==> src/rtl/hera_pkg.sv <==
// rtl/hera_pkg.sv - shared constants for the HERA multiply/divide unit
package hera_pkg;

    localparam logic [2:0] MD_MUL_LO  = 3'd0;
    localparam logic [2:0] MD_MUL_HI  = 3'd1;
    localparam logic [2:0] MD_MUL_FIX = 3'd2;
    localparam logic [2:0] MD_MULU_LO = 3'd3;
    localparam logic [2:0] MD_DIV     = 3'd4;
    localparam logic [2:0] MD_REM     = 3'd5;
    localparam logic [2:0] MD_DIVU    = 3'd6;
    localparam logic [2:0] MD_REMU    = 3'd7;

    typedef enum logic [1:0] {
        ST_IDLE   = 2'd0,
        ST_RUN    = 2'd1,
        ST_FINISH = 2'd2
    } state_e;

    // Bit positions inside the core's flag register
    localparam int FL_C = 0;
    localparam int FL_V = 1;
    localparam int FL_Z = 2;
    localparam int FL_S = 3;

    function automatic logic mode_is_div(input logic [2:0] m);
        return m[2];
    endfunction

    function automatic logic mode_is_signed(input logic [2:0] m);
        return !(m == MD_MULU_LO || m == MD_DIVU || m == MD_REMU);
    endfunction

endpackage

==> src/rtl/hera_muldiv_step.sv <==
// rtl/hera_muldiv_step.sv - one shift-add multiply or restoring-divide iteration
module hera_muldiv_step #(
    parameter int WIDTH = 16
) (
    input  logic [WIDTH-1:0] acc_i,
    input  logic [WIDTH-1:0] sreg_i,
    input  logic [WIDTH-1:0] opnd_i,
    input  logic             is_div_i,
    output logic [WIDTH-1:0] acc_o,
    output logic [WIDTH-1:0] sreg_o
);

    logic [WIDTH:0]   sum;
    logic [WIDTH:0]   rem_t;
    logic [WIDTH-1:0] diff;

    always_comb begin
        sum    = {1'b0, acc_i} + {1'b0, opnd_i};
        rem_t  = {acc_i, sreg_i[WIDTH-1]};
        // The partial remainder stays below the divisor, so the true difference fits in WIDTH bits
        diff   = rem_t[WIDTH-1:0] - opnd_i;
        acc_o  = acc_i;
        sreg_o = sreg_i;
        if (is_div_i) begin
            if (rem_t >= {1'b0, opnd_i}) begin
                acc_o  = diff;
                sreg_o = {sreg_i[WIDTH-2:0], 1'b1};
            end else begin
                acc_o  = rem_t[WIDTH-1:0];
                sreg_o = {sreg_i[WIDTH-2:0], 1'b0};
            end
        end else if (sreg_i[0]) begin
            acc_o  = sum[WIDTH:1];
            sreg_o = {sum[0], sreg_i[WIDTH-1:1]};
        end else begin
            acc_o  = {1'b0, acc_i[WIDTH-1:1]};
            sreg_o = {acc_i[0], sreg_i[WIDTH-1:1]};
        end
    end

endmodule

==> src/rtl/hera_muldiv.sv <==
// rtl/hera_muldiv.sv - iterative multiply/divide unit with HERA c/v/z/s flags
module hera_muldiv
    import hera_pkg::*;
#(
    parameter int WIDTH = 16,
    parameter int FRAC  = 8
) (
    input  logic             clock,
    input  logic             reset,
    input  logic             start,
    input  logic [2:0]       mode,
    input  logic [WIDTH-1:0] a,
    input  logic [WIDTH-1:0] b,
    output logic             busy,
    output logic             done,
    output logic [WIDTH-1:0] result,
    output logic             flag_c,
    output logic             flag_v,
    output logic             flag_z,
    output logic             flag_s
);

    localparam int CW = $clog2(WIDTH);
    localparam int W2 = 2 * WIDTH;
    localparam logic [WIDTH-1:0] MOST_NEG = {1'b1, {(WIDTH-1){1'b0}}};

    state_e           state_q,   state_d;
    logic [CW-1:0]    cnt_q,     cnt_d;
    logic [WIDTH-1:0] acc_q,     acc_d;
    logic [WIDTH-1:0] sreg_q,    sreg_d;
    logic [WIDTH-1:0] opnd_q,    opnd_d;
    logic [WIDTH-1:0] a_q,       a_d;
    logic [2:0]       mode_q,    mode_d;
    logic             neg_res_q, neg_res_d;
    logic             neg_rem_q, neg_rem_d;
    logic             divz_q,    divz_d;
    logic             ovf_q,     ovf_d;
    logic [WIDTH-1:0] result_q,  result_d;
    logic [3:0]       flags_q,   flags_d;
    logic             done_q,    done_d;

    logic [WIDTH-1:0] acc_step, sreg_step;
    logic             is_div_q;

    logic             in_signed, in_div, a_neg, b_neg;
    logic [WIDTH-1:0] a_mag, b_mag;

    logic [W2-1:0]    prod, prod_s, hi_lo, hi_fix;
    logic [WIDTH-1:0] quo, rem;
    logic [WIDTH-1:0] res_fin;
    logic [3:0]       flags_fin;

    assign is_div_q = mode_is_div(mode_q);

    hera_muldiv_step #(.WIDTH(WIDTH)) u_step (
        .acc_i    (acc_q),
        .sreg_i   (sreg_q),
        .opnd_i   (opnd_q),
        .is_div_i (is_div_q),
        .acc_o    (acc_step),
        .sreg_o   (sreg_step)
    );

    // Operand magnitudes for the unsigned core; the signs are re-applied in FINISH
    always_comb begin
        in_signed = mode_is_signed(mode);
        in_div    = mode_is_div(mode);
        a_neg     = in_signed & a[WIDTH-1];
        b_neg     = in_signed & b[WIDTH-1];
        a_mag     = a_neg ? -a : a;
        b_mag     = b_neg ? -b : b;
    end

    always_comb begin
        prod   = {acc_q, sreg_q};
        prod_s = neg_res_q ? -prod : prod;
        quo    = neg_res_q ? -sreg_q : sreg_q;
        rem    = neg_rem_q ? -acc_q : acc_q;
        // Sign-extended high slices: representable iff every bit equals the sign
        hi_lo  = $signed(prod_s) >>> (WIDTH - 1);
        hi_fix = $signed(prod_s) >>> (WIDTH - 1 + FRAC);
    end

    always_comb begin
        res_fin   = '0;
        flags_fin = '0;
        if (is_div_q) begin
            if (mode_q == MD_DIV || mode_q == MD_DIVU) begin
                res_fin = divz_q ? '1 : quo;
            end else begin
                res_fin = divz_q ? a_q : rem;
            end
            flags_fin[FL_C] = divz_q;
            flags_fin[FL_V] = ovf_q;
            flags_fin[FL_Z] = (res_fin == '0);
            flags_fin[FL_S] = res_fin[WIDTH-1];
        end else begin
            flags_fin[FL_Z] = (prod_s == '0);
            flags_fin[FL_S] = prod_s[W2-1];
            case (mode_q)
                MD_MUL_LO: begin
                    res_fin         = prod_s[WIDTH-1:0];
                    flags_fin[FL_V] = !(hi_lo == '0 || hi_lo == '1);
                end
                MD_MUL_HI: begin
                    res_fin         = prod_s[W2-1:WIDTH];
                    flags_fin[FL_V] = !(hi_lo == '0 || hi_lo == '1);
                end
                MD_MUL_FIX: begin
                    res_fin         = prod_s[WIDTH-1+FRAC -: WIDTH];
                    flags_fin[FL_V] = !(hi_fix == '0 || hi_fix == '1);
                end
                default: begin
                    res_fin         = prod_s[WIDTH-1:0];
                    flags_fin[FL_C] = (prod_s[W2-1:WIDTH] != '0);
                    flags_fin[FL_S] = prod_s[WIDTH-1];
                end
            endcase
        end
    end

    always_comb begin
        state_d   = state_q;
        cnt_d     = cnt_q;
        acc_d     = acc_q;
        sreg_d    = sreg_q;
        opnd_d    = opnd_q;
        a_d       = a_q;
        mode_d    = mode_q;
        neg_res_d = neg_res_q;
        neg_rem_d = neg_rem_q;
        divz_d    = divz_q;
        ovf_d     = ovf_q;
        result_d  = result_q;
        flags_d   = flags_q;
        done_d    = 1'b0;
        case (state_q)
            ST_IDLE: begin
                if (start) begin
                    state_d   = ST_RUN;
                    cnt_d     = '0;
                    acc_d     = '0;
                    mode_d    = mode;
                    a_d       = a;
                    neg_res_d = a_neg ^ b_neg;
                    neg_rem_d = in_div & a_neg;
                    divz_d    = in_div & (b == '0);
                    ovf_d     = in_div & in_signed & (a == MOST_NEG) & (b == '1);
                    // Divide shifts the dividend out of sreg; multiply shifts the multiplier
                    sreg_d    = in_div ? a_mag : b_mag;
                    opnd_d    = in_div ? b_mag : a_mag;
                end
            end
            ST_RUN: begin
                acc_d  = acc_step;
                sreg_d = sreg_step;
                cnt_d  = cnt_q + CW'(1);
                if (cnt_q == CW'(WIDTH - 1)) begin
                    cnt_d   = '0;
                    state_d = ST_FINISH;
                end
            end
            ST_FINISH: begin
                result_d = res_fin;
                flags_d  = flags_fin;
                done_d   = 1'b1;
                state_d  = ST_IDLE;
            end
            default: state_d = ST_IDLE;
        endcase
    end

    always_ff @(posedge clock) begin
        if (reset) begin
            state_q   <= ST_IDLE;
            cnt_q     <= '0;
            acc_q     <= '0;
            sreg_q    <= '0;
            opnd_q    <= '0;
            a_q       <= '0;
            mode_q    <= '0;
            neg_res_q <= 1'b0;
            neg_rem_q <= 1'b0;
            divz_q    <= 1'b0;
            ovf_q     <= 1'b0;
            result_q  <= '0;
            flags_q   <= '0;
            done_q    <= 1'b0;
        end else begin
            state_q   <= state_d;
            cnt_q     <= cnt_d;
            acc_q     <= acc_d;
            sreg_q    <= sreg_d;
            opnd_q    <= opnd_d;
            a_q       <= a_d;
            mode_q    <= mode_d;
            neg_res_q <= neg_res_d;
            neg_rem_q <= neg_rem_d;
            divz_q    <= divz_d;
            ovf_q     <= ovf_d;
            result_q  <= result_d;
            flags_q   <= flags_d;
            done_q    <= done_d;
        end
    end

    assign busy   = (state_q != ST_IDLE);
    assign done   = done_q;
    assign result = result_q;
    assign flag_c = flags_q[FL_C];
    assign flag_v = flags_q[FL_V];
    assign flag_z = flags_q[FL_Z];
    assign flag_s = flags_q[FL_S];

endmodule

==> config.mk <==
export PLATFORM = sky130hd
export DESIGN_NAME = hera_muldiv
export DESIGN_NICKNAME = d
export VERILOG_FILES = /design/src/rtl/hera_pkg.sv /design/src/rtl/hera_muldiv_step.sv /design/src/rtl/hera_muldiv.sv
export SDC_FILE = /design/constraint.sdc
export NUM_CORES = 1
export LEC_CHECK = 0
export BUFFER_PORTS_ARGS = -buffer_cell sky130_fd_sc_hd__buf_2
export CAP_MARGIN = 30
export CORE_ASPECT_RATIO = 0.7
export CORE_UTILIZATION = 53
export CTS_CLUSTER_SIZE = 14
export DETAILED_ROUTE_END_ITERATION = 8
export HOLD_SLACK_MARGIN = 0.1
export PLACE_DENSITY = 0.72
export SYNTH_ARGS = -nofsm -noshare
export SYNTH_HDL_FRONTEND = slang
export SYNTH_SLANG_ARGS = --single-unit
==> constraint.sdc <==
create_clock -name clock -period 5.6 [get_ports clock]
set_input_delay 1.12 -clock clock [delete_from_list [all_inputs] [get_ports clock]]
set_output_delay 1.12 -clock clock [all_outputs]
set_load 0.02 [all_outputs]
==> out/qor.yml, run 1 <==
status:
  status: "completed"
worst_setup_path:
  cp-end-kind: "register"
  startpoint_type: "register"
  path_max_fanout: 15
  cp_data_arrival_time_ns: 4.14
  worstSetupPathType: "register to register"
  r2r_cells: 10
  required_ns: 5.86
power_and_ir_drop:
  p_leak_nw: 3.78
  power_mw: 2.27
  ir_worst_vdd_mv: 0.153
  power_density_nw_per_um2: 235
synthesis:
  synth_commonest_cells: "154 x nand2_1, 115 x nor2_1, 113 x a21oi_1"
  ys.flop_type: "dfxtp_1"
  yosysSeqAreaShare_pct: 21.4
  synth.largest_area_cell: "dfxtp_1"
  yosysTopAreaCellShare_pct: 21.4
  yosys_warnings: 0
  synth_area_leaders: "dfxtp_1 21%, nand2_1 6.3%, a21oi_1 6.2%"
  synthCells: 1263
  yosys_register_bits: 98
  synthDistinctLibCells: 75
  syn_area_um2: 9160
  post-synth-top-count-cell: "nand2_1"
  synth_edf_count: 0
  postSynthNetCount: 1342
  syn_area_per_cell_um2: 7.25
  async_flop_share_pct: 0
floorplan:
  die-height_um: 112
  die-area_um2: 17800
  coreArea_um2: 16600
  rows: 39
  start_util_pct: 55.2
  ios: 60
  die_w_um: 159
route:
  wl_mm: 31.0
  viasPerCell: 6.56
  vias: 9671
  initialDrtViolationCount: 1359
  ant_nets: 0
  drt_pass1_iterations: 6
  wire_per_inst_um: 21.1
  drc: 0
grt:
  antenna_found_initial: 0
  grt_usage_pct: 34.9
  grt_pass1_wl_mm: 49.1
  grt_overflow: 0
  grt_max_degree: 62
  grt_pass1_vias: 8631
sta:
  fin_skew_ns: 0.00713
  finalHoldViolations: 0
  rsz0062_at_grt: "no"
  fin_crit_ns: 3.88
  fmax_mhz: 258
  setup_tns_ns: 0
  drv_slew: 0
  fin_hold_ws_ns: 0.448
  max_slew_margin_pct: 31.6
  setup_violations: 0
  worst_slack_ns: 1.72
  tightest_slew_ns: 1.01
  fin_crit_sh_pct: 69.2
place:
  io_buffers: 59
  place_congestion: 1.00
  place_inst: 1458
  dp_hpwl_mm: 23.3
  pre_cts_ws_ns: 1.88
cts:
  worst_skew_pair.late_latency_ns: 0.37
  postCtsSetupBuffers: 0
  cts_sinks: 98
  cts_max_level: 3
  path_clk_slew_ns: 0.07
  cts_root_buf: "clkbuf_16"
  cts_hold_buf: 0
  cts_buffers: 9
  cts_tree: "built"
  cts.path.max_buffers: 2
  cts_resized: 0
worst_hold_path:
  hold_path.class: "register to register"
  holdPathStages: 2
finish:
  antenna_cells_inserted: 0
  layout.cells.non_filler: 1474
  area.growth.synth_to_final_pct: 5.86
  layout.nets: 1323
  layout-drive-gt1-share_pct: 9.77
job:
  maxCapViolations: 0
[path summary, 6_finish.rpt]
check             startpoint    endpoint  slack, ns
setup / recovery    acc_q[0]  flags_q[1]       1.72
hold / removal    result[11]  result[11]       0.45
setup reg to reg    acc_q[0]  flags_q[1]       1.72
hold reg to reg   result[11]  result[11]       0.45
[critical path, stage by stage, from the launching register on]
cell and delay (ns):
dfxtp_1 0.50, inv_1 0.22, ha_1 0.23, or4b_2 0.73, or2_2 0.37, o41ai_1 0.54
xor2_1 0.29, nand4_1 0.15, nor3_1 0.38, nand3b_1 0.13, a32o_1 0.22
[registers in the layout, summed over array words and instances, names as in the netlist]
signal / flops
a_q: 16
acc_q: 16
opnd_q: 16
result: 16
sreg_q: 16
cnt_q: 4
flags_q: 4
mode_q: 3
state_q: 2
divz_q: 1
done: 1
neg_rem_q: 1
neg_res_q: 1
ovf_q: 1
[final cells by class]
class	count	area (µm²)
Fill cell	1623	6900
Multi-Input combinational cell	1019	6600
Sequential cell	98	1960
Timing Repair Buffer	72	393
Tap cell	225	282
Clock buffer	9	225
Inverter	44	165
Clock inverter	7	70.1
[per-layer routing]
layer,vias to the layer above,routed length [µm],share of wire (%),track usage (%)
met1,4569,14600,47,52.6
met2,467,12200,39,47.9
met5,-,56,0.18,2.14
met4,2,392,1.3,6.79
li1,4592,-,-,-
met3,41,3780,12,10.5
[logic make-up after synthesis]
family                     Yosys count  share of synthesized area (%)
and+or+nand+nor                    447                           23.6
AOI/OAI and AO/OA                  405                           29.9
buffers and inverters              146                           6.59
DFF                                 98                           21.4
xor gates and xnor gates            87                           8.40
adders and majority gates           41                           5.77
muxes                               39                           4.36
[per-stage QoR]
| step | utilization, % | instance area (µm²) |
|---|---|---|
| finish | 58.4 | 9690 |
| global route | 58.4 | 9690 |
| CTS | 58.4 | 9690 |
| detailed placement | 56.6 | 9400 |
| global placement | 56.6 | 9400 |
| floorplan | - | 9160 |
[placed cells by master (no fill, tap or decap), types with 8 or more instances in the layout]
cell type / Yosys / routed
o21a_1: 10 / 10
mux2i_1: 32 / 32
nor2b_1: 18 / 18
o31ai_1: 28 / 28
nor4_1: 14 / 14
o41ai_1: 10 / 10
a311oi_1: 9 / 9
inv_1: 42 / 42
clkbuf_16: 0 / 9
dfxtp_1: 98 / 97
nand4_1: 12 / 12
buf_2: 8 / 59
nand2b_1: 11 / 11
nor3_1: 22 / 22
o21ai_0: 65 / 65
nor2_1: 115 / 115
a211oi_1: 36 / 36
xor2_1: 48 / 48
nand3b_1: 9 / 9
a221oi_1: 14 / 14
or4_1: 15 / 15
xnor2_1: 38 / 38
a21oi_1: 113 / 113
a21o_1: 10 / 10
a31oi_1: 14 / 14
nand2_1: 154 / 153
or2_2: 8 / 8
or3_1: 12 / 12
nand3_1: 24 / 24
buf_4: 4 / 13
ha_1: 39 / 39
o211ai_1: 31 / 31
[report_power, final]
group	internal, mW	total [mW]	switching [mW]
sequential	0.733	0.812	0.0791
clock	0.314	0.635	0.320
combinational	0.308	0.827	0.519
Power figures use the tool's default switching activity.
==> run 2: changes to the inputs <==
- ABC_AREA: not set -> 1
- PLACE_DENSITY: 0.72 -> 0.75
- clock period: 5.6 -> 3.25 ns (I/O delays scaled with it)
==> out/qor.yml, run 2 <==
floorplan:
  die_w_um: 161  # +1.2%
  die-height_um: 113  # +1.2%
  coreArea_um2: 17200  # +3.8%
  die-area_um2: 18200  # +2.3%
  rows: 40  # +2.6%
  ios: 60  # unchanged
  start_util_pct: 54.4  # -0.74 points
power_and_ir_drop:
  p_leak_nw: 4.96  # +31%
  pwr-share-comb_pct: 43.1  # +6.7 points
  p_seq_share_pct: 31.2  # -4.5 points
  power_mw: 4.40  # +93%
  clockPowerShare_pct: 25.7  # -2.2 points
  ir_worst_vdd_mv: 0.270  # +77%
  power_density_nw_per_um2: 431  # +84%
  p_int_mw: 2.37  # +75%
  p_sw_mw: 2.02  # +120%
  p_sw_share_pct: 46.0  # +5.6 points
place:
  io_buffers: 59  # unchanged
  place_congestion: 1.04  # +4.1%
  pre_cts_ws_ns: 0.638  # -1.24 ns
  dp_hpwl_mm: 29.5  # +26%
  place_inst: 1878  # +29%
synthesis:
  syn_area_um2: 9370  # +2.4%
  yosysTopAreaCellShare_pct: 20.9  # -0.50 points
  syn_area_per_cell_um2: 5.77  # -20%
  synth_top_family_by_area: "simple AND/OR/NAND/NOR gates"
  synthDistinctLibCells: 44  # -41%
  synthAdderAreaFrac_pct: 5.63  # -0.13 points
  synth_xor_area_share_pct: 3.64  # -4.8 points
  postSynthNetCount: 1704  # +27%
  synthMuxAreaShare_pct: 0  # -4.4 points
  synth_commonest_cells: "437 x nand2_1, 180 x inv_1, 162 x a21oi_1"
  synth_edf_count: 0  # unchanged
  ys.flop_type: "dfxtp_1"
  yosys_register_bits: 98  # unchanged
  yosysSeqAreaShare_pct: 20.9  # -0.50 points
  synthCells: 1625  # +29%
  async_flop_share_pct: 0  # unchanged
  synth.largest_area_cell: "dfxtp_1"
  synth_compound_area_share_pct: 22.0  # -7.8 points
  synth_area_leaders: "dfxtp_1 21%, nand2_1 17%, a21oi_1 8.6%"
  yosys.area_share.simple_pct: 37.1  # +14 points
  yosys_warnings: 0  # unchanged
  post-synth-top-count-cell: "nand2_1"
cts:
  cts_buffers: 9  # unchanged
  cts.path.max_buffers: 2  # unchanged
  worst_skew_pair.late_latency_ns: 0.37  # about the same
  postCtsSetupBuffers: 0  # unchanged
  cts_max_level: 3  # unchanged
  path_clk_slew_ns: 0.08  # about the same
  cts_tree: "built"
  cts_resized: 0  # unchanged
  cts_sinks: 98  # unchanged
  cts_root_buf: "clkbuf_16"
  cts_hold_buf: 0  # unchanged
route:
  wire_per_inst_um: 19.6  # -7.0%
  initialDrtViolationCount: 1722  # +27%
  ant_nets: 0  # unchanged
  wl_mm: 37.1  # +20%
  vias: 11478  # +19%
  drc: 0  # unchanged
  drt_pass1_iterations: 8  # +2
  viasPerCell: 6.06  # -7.7%
sta:
  fmax_mhz: 364  # +41%
  setup_violations: 0  # unchanged
  rsz0062_at_grt: "no"
  max_slew_margin_pct: 37.8  # +6.2 points
  tightest_slew_ns: 0.929  # -0.0823 ns
  fin_crit_sh_pct: 84.5  # +15 points
  finalHoldViolations: 0  # unchanged
  setup_tns_ns: 0  # unchanged
  fin_hold_ws_ns: 0.463  # +0.0146 ns
  drv_slew: 0  # unchanged
  worst_slack_ns: 0.504  # -1.22 ns
  fin_crit_ns: 2.75  # -1.13 ns
  fin_skew_ns: 0.0108  # +0.00366 ns
grt:
  grt_pass1_wl_mm: 57.1  # +16%
  grt_usage_pct: 41.0  # +6.1 points
  grt_pass1_vias: 9964  # +15%
  grt_overflow: 0  # unchanged
  grt_max_degree: 52  # -16%
  antenna_found_initial: 0  # unchanged
finish:
  layout.cells.non_filler: 1895  # +29%
  final_common_cell: "nand2_1"
  layout.nets: 1737  # +31%
  seqCellArea_um2: 1960  # unchanged
  area.growth.synth_to_final_pct: 8.94
  multiInputGateArea_um2: 6420  # -2.7%
  mostFrequentLayoutCells: "437 x nand2_1, 180 x inv_1, 162 x a21oi_1, 155 x nor2_1, 155 x nand3_1"
  final.fill_count: 1789  # +10%
  layout-drive-gt1-share_pct: 9.44  # -0.33 points
worst_setup_path:
  required_ns: 3.55  # -2.31 ns
  crit-reg2reg-launch: "acc_q[0]"
  cp-end-kind: "register"
  r2r_cells: 16  # +6
  cp_data_arrival_time_ns: 3.05  # -1.09 ns
  r2r_setup_slack_ns: 0.50  # -1.22 ns
  r2r-end: "acc_q[15]"
  startpoint_type: "register"
  path_max_fanout: 8  # -7
  worstSetupPathType: "register to register"
job:
  maxCapViolations: 0  # unchanged
status:
  status: "completed"
worst_hold_path:
  hp-start: "result[5]"
  holdPathStages: 2  # unchanged
  hold_path.class: "register to register"
  holdPathEnd: "result[5]"
## run 2: layout make-up
type | count | share of cell area, %
Multi-Input combinational cell | 1272 | 62.9
Clock inverter | 7 | 0.747
Sequential cell | 98 | 19.2
Antenna cell | 1 | 0.0245
Inverter | 185 | 6.80
Clock buffer | 9 | 2.21
Tap cell | 231 | 2.83
Timing Repair Buffer | 92 | 5.32
## run 2: metrics by stage
step,utilization (%),area [µm²]
floorplan,-,9370
global placement,57.6,9910
detailed placement,57.6,9910
CTS,59.3,10200
global route,59.3,10200
finish,59.3,10200
## run 2: cells by family after synthesis
family                     count (synthesis)
adders and majority gates                 41
xor gates and xnor gates                  39
DFF                                       98
and+or+nand+nor                          820
buffers and inverters                    255
AOI/OAI and AO/OA                        372
## run 2: worst max path at each step
stage / from / end / slack, ns / cells past startpoint
floorplan: sreg_q[0] / flags_q[1] / 1.07 / 16
global placement: acc_q[0] / acc_q[11] / 0.63 / 17
detailed placement: mode[2] / sreg_q[15] / 0.64 / 8
CTS: acc_q[0] / acc_q[15] / 0.59 / 16
global route: acc_q[0] / acc_q[11] / 0.26 / 16
finish: acc_q[0] / acc_q[15] / 0.50 / 16
## run 2: power by group through the flow
stage | Clock, mW | Sequential [mW] | Combinational (mW)
finish | 1.13 | 1.37 | 1.90
global route | 1.18 | 1.38 | 2.06
CTS | 1.14 | 1.37 | 1.81
detailed placement | 0 | 1.39 | 1.80
global placement | 0 | 1.39 | 1.80
floorplan | 0 | 1.36 | 1.30
## run 2: per-layer routing
layer / GRT usage (%) / up-vias / share of wire (%)
met5: 0 / - / 0.11
met4: 8.43 / 2 / 1.6
met3: 16.9 / 52 / 16
met2: 53.6 / 746 / 37
met1: 61.1 / 5240 / 45
li1: - / 5438 / -
## run 2: worst max-delay path, stage by stage, from the launching register on
cell and delay [ns]:
dfxtp_1 0.58, ha_1 0.27, inv_1 0.06, fa_1 0.37
inv_1 0.11, nand3_1 0.08, nand3_1 0.10, inv_1 0.07
nor2_1 0.10, nor2_1 0.13, o21ai_0 0.26, nand3_1 0.10
nand2_1 0.08, nand2_1 0.05, nand2_1 0.08, nand3_1 0.08
a21oi_1 0.15
